### src/rtl/pick_csdf_pkg.sv
// Shared helpers for the PICK CSDF sequencer: width math, phase-table entry
// layout {skip, port, lane} and the default (round-robin) table contents.
package pick_csdf_pkg;

    // Ceiling log2 for elaboration-time width calculation.
    function automatic int clog2(input int n);
        int r;
        r = 0;
        while ((1 << r) < n) r++;
        return r;
    endfunction

    // Field width that never collapses to zero bits.
    function automatic int fld_w(input int n);
        return (clog2(n) < 1) ? 1 : clog2(n);
    endfunction

    // Entry layout: lane in the LSBs, port above it, skip flag on top.
    localparam int LANE_LSB = 0;

    function automatic int port_lsb(input int l_w);
        return l_w;
    endfunction

    function automatic int skip_bit(input int p_w, input int l_w);
        return p_w + l_w;
    endfunction

    // Flat FIFO index used for in_empty / in_read / in_data slices.
    function automatic int idx_of(input int lane, input int port, input int ports);
        return lane * ports + port;
    endfunction

    // Range test kept in a function so narrow fields compare cleanly.
    function automatic logic in_range(input int v, input int lim);
        return v < lim;
    endfunction

    // Default entry p: skip=0, port=p%PORTS, lane=(p/PORTS)%FLUX.
    function automatic int def_entry(input int p, input int ports, input int flux,
                                     input int l_w);
        return ((p % ports) << l_w) | ((p / ports) % flux);
    endfunction

endpackage

### src/rtl/pick_csdf_sequencer_table.sv
// Phase table: NUM_PH entries of {skip, port, lane}, synchronous write,
// asynchronous read, reset to the default round-robin schedule.
module pick_phase_table
    import pick_csdf_pkg::*;
#(
    parameter int NUM_PH = 4,
    parameter int PORTS  = 2,
    parameter int FLUX   = 2,
    parameter int PH_W   = 2,
    parameter int P_W    = 1,
    parameter int L_W    = 1,
    parameter int E_W    = 1 + P_W + L_W
) (
    input  logic            ck,
    input  logic            rst,
    input  logic            we,
    input  logic [PH_W-1:0] waddr,
    input  logic [E_W-1:0]  wdata,
    input  logic [PH_W-1:0] raddr,
    output logic [E_W-1:0]  rdata
);

    logic [E_W-1:0] r_tab [NUM_PH];

    // Table storage: reload defaults on reset, otherwise accept in-range writes.
    always_ff @(posedge ck) begin
        if (rst) begin
            for (int p = 0; p < NUM_PH; p++) begin
                r_tab[p] <= E_W'(def_entry(p, PORTS, FLUX, L_W));
            end
        end else if (we && in_range(int'(waddr), NUM_PH)) begin
            r_tab[waddr] <= wdata;
        end
    end

    assign rdata = r_tab[raddr];

endmodule

### src/rtl/pick_csdf_sequencer.sv
// PICK CSDF phase sequencer: each phase selects one (port, lane) FIFO, pops a
// token when it is non-empty and downstream has room, and forwards it one
// cycle later. Skip entries (or out-of-range ones) just advance the phase.
// Handshake: a pop happens in cycle t only when the selected in_empty=0 and
// out_full=0; the popped token appears as a one-cycle out_wr pulse in t+1.
module pick_csdf_sequencer
    import pick_csdf_pkg::*;
#(
    parameter int WIDTH  = 8,
    parameter int PORTS  = 2,
    parameter int FLUX   = 2,
    parameter int NUM_PH = 4,
    parameter int PH_W   = fld_w(NUM_PH),
    parameter int P_W    = fld_w(PORTS),
    parameter int L_W    = fld_w(FLUX)
) (
    input  logic                        ck,
    input  logic                        rst,
    input  logic                        en,
    input  logic                        clr,
    input  logic                        cfg_we,
    input  logic [PH_W-1:0]             cfg_addr,
    input  logic [P_W+L_W:0]            cfg_data,
    input  logic [PORTS*FLUX-1:0]       in_empty,
    output logic [PORTS*FLUX-1:0]       in_read,
    input  logic [PORTS*FLUX*WIDTH-1:0] in_data,
    input  logic                        out_full,
    output logic                        out_wr,
    output logic [WIDTH-1:0]            out_data,
    output logic [PH_W-1:0]             phase,
    output logic [15:0]                 fire_cnt
);

    localparam int E_W      = 1 + P_W + L_W;
    localparam int N_FIFO   = PORTS * FLUX;
    localparam int IDX_W    = fld_w(N_FIFO);
    localparam int SKIP_BIT = skip_bit(P_W, L_W);
    localparam int PORT_LSB = port_lsb(L_W);

    logic [PH_W-1:0]   r_phase;
    logic [15:0]       r_fire_cnt;
    logic              r_out_wr;
    logic [WIDTH-1:0]  r_out_data;

    logic [E_W-1:0]    w_entry;
    logic [P_W-1:0]    w_port;
    logic [L_W-1:0]    w_lane;
    logic              w_skip;
    logic              w_active;
    logic              w_fire;
    logic              w_advance;
    logic [IDX_W-1:0]  w_idx;
    logic [N_FIFO-1:0] w_read;
    logic [WIDTH-1:0]  w_token;
    logic              w_tab_we;

    // Table writes only while the sequencer is stopped.
    assign w_tab_we = cfg_we & ~en;

    pick_phase_table #(
        .NUM_PH(NUM_PH),
        .PORTS (PORTS),
        .FLUX  (FLUX),
        .PH_W  (PH_W),
        .P_W   (P_W),
        .L_W   (L_W),
        .E_W   (E_W)
    ) u_table (
        .ck   (ck),
        .rst  (rst),
        .we   (w_tab_we),
        .waddr(cfg_addr),
        .wdata(cfg_data),
        .raddr(r_phase),
        .rdata(w_entry)
    );

    // Fire decode for the current phase entry; pop strobe is combinational.
    always_comb begin
        w_lane    = w_entry[LANE_LSB +: L_W];
        w_port    = w_entry[PORT_LSB +: P_W];
        w_skip    = w_entry[SKIP_BIT]
                  | ~in_range(int'(w_port), PORTS)
                  | ~in_range(int'(w_lane), FLUX);
        w_idx     = w_skip ? '0 : IDX_W'(idx_of(int'(w_lane), int'(w_port), PORTS));
        w_active  = en & ~clr & ~rst;
        w_fire    = w_active & ~w_skip & ~in_empty[w_idx] & ~out_full;
        w_advance = w_active & (w_skip | w_fire);
        w_token   = in_data[int'(w_idx)*WIDTH +: WIDTH];
        w_read    = '0;
        if (w_fire) begin
            w_read[w_idx] = 1'b1;
        end
    end

    // Phase counter, output register and fire counter.
    always_ff @(posedge ck) begin
        if (rst) begin
            r_phase    <= '0;
            r_fire_cnt <= '0;
            r_out_wr   <= 1'b0;
            r_out_data <= '0;
        end else begin
            r_out_wr <= w_fire;
            if (w_fire) begin
                r_out_data <= w_token;
            end
            if (clr) begin
                r_phase    <= '0;
                r_fire_cnt <= '0;
            end else begin
                if (w_advance) begin
                    r_phase <= (r_phase == PH_W'(NUM_PH - 1)) ? '0 : r_phase + 1'b1;
                end
                if (w_fire) begin
                    r_fire_cnt <= r_fire_cnt + 16'd1;
                end
            end
        end
    end

    assign in_read  = w_read;
    assign out_wr   = r_out_wr;
    assign out_data = r_out_data;
    assign phase    = r_phase;
    assign fire_cnt = r_fire_cnt;

endmodule
### config.mk
export PLATFORM = sky130hd
export DESIGN_NAME = pick_csdf_sequencer
export DESIGN_NICKNAME = d
export VERILOG_FILES = /design/src/rtl/pick_csdf_pkg.sv /design/src/rtl/pick_csdf_sequencer_table.sv /design/src/rtl/pick_csdf_sequencer.sv
export SDC_FILE = /design/constraint.sdc
export NUM_CORES = 1
export LEC_CHECK = 0
export ABC_AREA = 1
export BUFFER_PORTS_ARGS = -buffer_cell sky130_fd_sc_hd__buf_2
export CAP_MARGIN = 20
export CORE_ASPECT_RATIO = 0.6
export CORE_UTILIZATION = 50
export DETAILED_ROUTE_END_ITERATION = 6
export GPL_TIMING_DRIVEN = 0
export PLACE_DENSITY = 0.8
export SLEW_MARGIN = 0
export SYNTH_ARGS = -nofsm -noshare
export SYNTH_HDL_FRONTEND = slang
export SYNTH_SLANG_ARGS = --single-unit
### constraint.sdc
create_clock -name ck -period 7.3 [get_ports ck]
set_clock_uncertainty 0.1 [all_clocks]
set_input_delay 1.825 -clock ck [delete_from_list [all_inputs] [get_ports ck]]
set_output_delay 1.825 -clock ck [all_outputs]
set_load 0.01 [all_outputs]
==> flow_summary_export.csv <==
group,metric,value,unit
synthesis,synth_seq_area_share,39.06,%
sta,totalNegativeSetupSlack,0,ns
job,cap_violations,0,
clocking,clock_tree.buffer_depth,2,
route,postRouteWirelength,6169,um
sta,max_slew.worst_pin.slew,0.5209,ns
synthesis,seq_cells_post_synth,41,
die,dieWidth,91.60,um
clocking,htreeDepth,2,
sta,min_period_over_period,74.35,%
route,drt_pre_antenna_iters,4,
synthesis,synth_cell_type_count,26,
global_routing,maximum_number_of_pins_on_one_net_before_global_route_repair,14,
global_routing,met1_usage,37.65,%
global_routing,grt_overflow,0,
die,dieArea,5108,um^2
synthesis,synth_net_count,396,
sta,final-setup-viol-count,0,
global_routing,gr-usage-all-layers,26.57,%
clocking,worst_skew_pair.late_latency,0.30,ns
sta,rsz_0062_raised_after_global_routing,"false",
clocking,cts_hold_buf,0,
synthesis,synth_area_leader_cell,"sky130_fd_sc_hd__dfxtp_1",
critical_path,worstSetupStartpoint,"rst",
critical_path,cp_data_arrival_time,3.50,ns
cells_and_area,ff_latch_area,940.9,um^2
die,placeableCoreArea,4588,um^2
cells_and_area,drive_above_1_share,28.01,%
die,row_cnt,19,
clocking,post_cts.resized_instances,0,
cells_and_area,filler_cells,406,
clocking,cts_tree,"yes",
synthesis,post_synth_xor_area_fraction,5.091,%
synthesis,synth_fa_ha_area_share,1.039,%
die,floorplan.io_pins,78,
critical_path,worst_setup_path_end_kind,"primary output",
placed_design,gp_routability_congestion,0.8642,
power,leakagePower,1.482,nW
cells_and_area,final_nets,480,
critical_path,crit_path_max_fanout,10,
synthesis,netlist_instances,347,
cells_and_area,final_common_cell,"sky130_fd_sc_hd__nand2_1",
synthesis,complex_gate_fraction_of_the_synthesized_area,3.896,%
synthesis,syn-cell-area,2409,um^2
route,detail-route-antenna-nets,0,
clocking,post-cts-setup-buffers,0,
clocking,clkSinkCount,41,
global_routing,grt_util_met3,6.831,%
critical_path,worst_ep_required_time,5.38,ns
sta,max_clock_freq,184.3,MHz
clocking,cts.reportedPaths.clkPinSlew,0.09,ns
hold_path,hold_start,"out_data[3]$_SDFFE_PP0P_",
synthesis,simple_gate_share_of_the_synthesized_area,44.21,%
die,floorplan.initialDensity,52.50,%
cells_and_area,areaGrowthSynthToFinish,24.42,%
cells_and_area,diodes,0,
route,wire_per_inst,12.46,um
sta,timing.final.hold_violations,0,
sta,setup_slack,1.873,ns
route,dr.first_iter.drc_count,200,
global_routing,number_of_antenna_violations_at_the_first_check_in_global_routing,0,
global_routing,wire_length_of_the_first_global_routing_pass,10510,um
global_routing,grt_most_used_layer,"met2",
sta,timing.final.crit_period,5.427,ns
global_routing,grtUsageMet2,40.60,%
global_routing,number_of_global_route_vias_before_repair,2270,
synthesis,ys_warn_count,0,
sta,max_slew_margin,65.01,%
sta,final_max_slew_viol_count,0,
run_status,status,"finished clean",
power,ir_drop_worst_vdd,0.00008937,V
hold_path,hold_class,"flip-flop to flip-flop",
synthesis,synth_area_leaders,"sky130_fd_sc_hd__dfxtp_1 (24%), sky130_fd_sc_hd__nand2_1 (20%), sky130_fd_sc_hd__edfxtp_1 (15%)",
cells_and_area,mostFrequentLayoutCells,"sky130_fd_sc_hd__nand2_1 (130), sky130_fd_sc_hd__buf_2 (80), sky130_fd_sc_hd__nor2_1 (51)",
placed_design,post-dp-hpwl,4864,um
critical_path,timing.critical_path.from_type,"input port",
placed_design,place_ws,1.913,ns
route,avgViaCountPerCell,4.972,
synthesis,synth_top_area_share,24.10,%
clocking,numCtsBuffers,5,
cells_and_area,multi_input_area,1306,um^2
power,cellPowerDensity,168.7,nW/um^2
synthesis,synth_top_family_by_area,"simple AND/OR/NAND/NOR gates",
placed_design,portBuffers,77,
route,drc,0,
critical_path,worstSetupPathType,"input port to primary output",
clocking,cts-root-buf,"sky130_fd_sc_hd__clkbuf_8",
synthesis,post_synth_mux_area_share,0,%
die,die-height,55.76,um
route,dr_total_vias,2461,
synthesis,syn_area_per_cell,6.941,um^2
-- flip-flops by register name, summed over array words and instances (netlist names), named ones only --
register	cells
fire_cnt	16
out_data	8
u_table.r_tab	12
out_wr	1
phase	2
-- worst max-delay path, cell delays in order --
cell and delay [ns]:
sky130_fd_sc_hd__buf_2 0.11, sky130_fd_sc_hd__or2_1 0.19, sky130_fd_sc_hd__buf_2 0.19, sky130_fd_sc_hd__nor2_2 0.16, sky130_fd_sc_hd__nand2_1 0.08, sky130_fd_sc_hd__nor2_2 0.13
sky130_fd_sc_hd__nand2_1 0.07, sky130_fd_sc_hd__nor2_1 0.08, sky130_fd_sc_hd__nand2_1 0.07, sky130_fd_sc_hd__buf_2 0.21, sky130_fd_sc_hd__nor3_1 0.21, sky130_fd_sc_hd__buf_2 0.18
-- layer usage --
layer / share of wire, % / wire length (um)
met5: 0 / 0
met4: 1.2 / 74
met3: 8.8 / 545
met2: 43 / 2673
met1: 47 / 2876
-- stage by stage --
stage	power [mW]	cell area (um^2)	util (%)	cells	hold slack [ns]
floorplan	0.2935	2409	-	347	0.4078
global placement	0.3187	2873	62.61	487	0.3657
detailed placement	0.3207	2873	62.61	487	0.3748
CTS	0.5049	2997	65.31	495	0.3906
global route	0.5288	2997	65.31	495	0.4171
finish	0.5055	2997	65.31	495	0.3871
-- area by class of cell --
type	instances	share of cell area, %
multi-input cells	271	43.59
flip-flops and latches	41	31.40
repair buffers	77	12.86
clock buffers	7	3.967
inverters	26	3.257
well taps	63	2.630
plain buffers	9	2.129
clock inverters	1	0.1670
-- final timing paths --
check                              to  slack, ns  cells after the start
min reg2reg  out_data[3]$_SDFFE_PP0P_       0.39                      2
min          out_data[3]$_SDFFE_PP0P_       0.39                      2
max                        in_read[2]       1.87                     12
max reg2reg                 flip-flop       5.22                     14
-- synthesized netlist by cell type (all sizes together) --
library cell,instances
ha,2
or2,2
nand3,27
nand2,141
dfxtp,29
inv,26
nor4,1
edfxtp,12
nor3,7
xnor2,3
a21oi,14
nand4,7
xor2,11
clkbuf,2
buf,7
o21ai,1
nor2,55
-- cell families after synthesis --
group / count (synthesis)
buffers and inverters: 35
adder cells (fa/ha/maj): 2
flip-flops: 41
XOR/XNOR: 14
AO/OA/AOI/OAI: 15
AND/OR/NAND/NOR: 240
-- report_power, final --
group / internal (mW) / switching, mW
registers: 0.240 / 0.00290
clock network: 0.108 / 0.0810
logic: 0.0269 / 0.0462
total: 0.375 / 0.130
(Power assumes the default switching activity.)
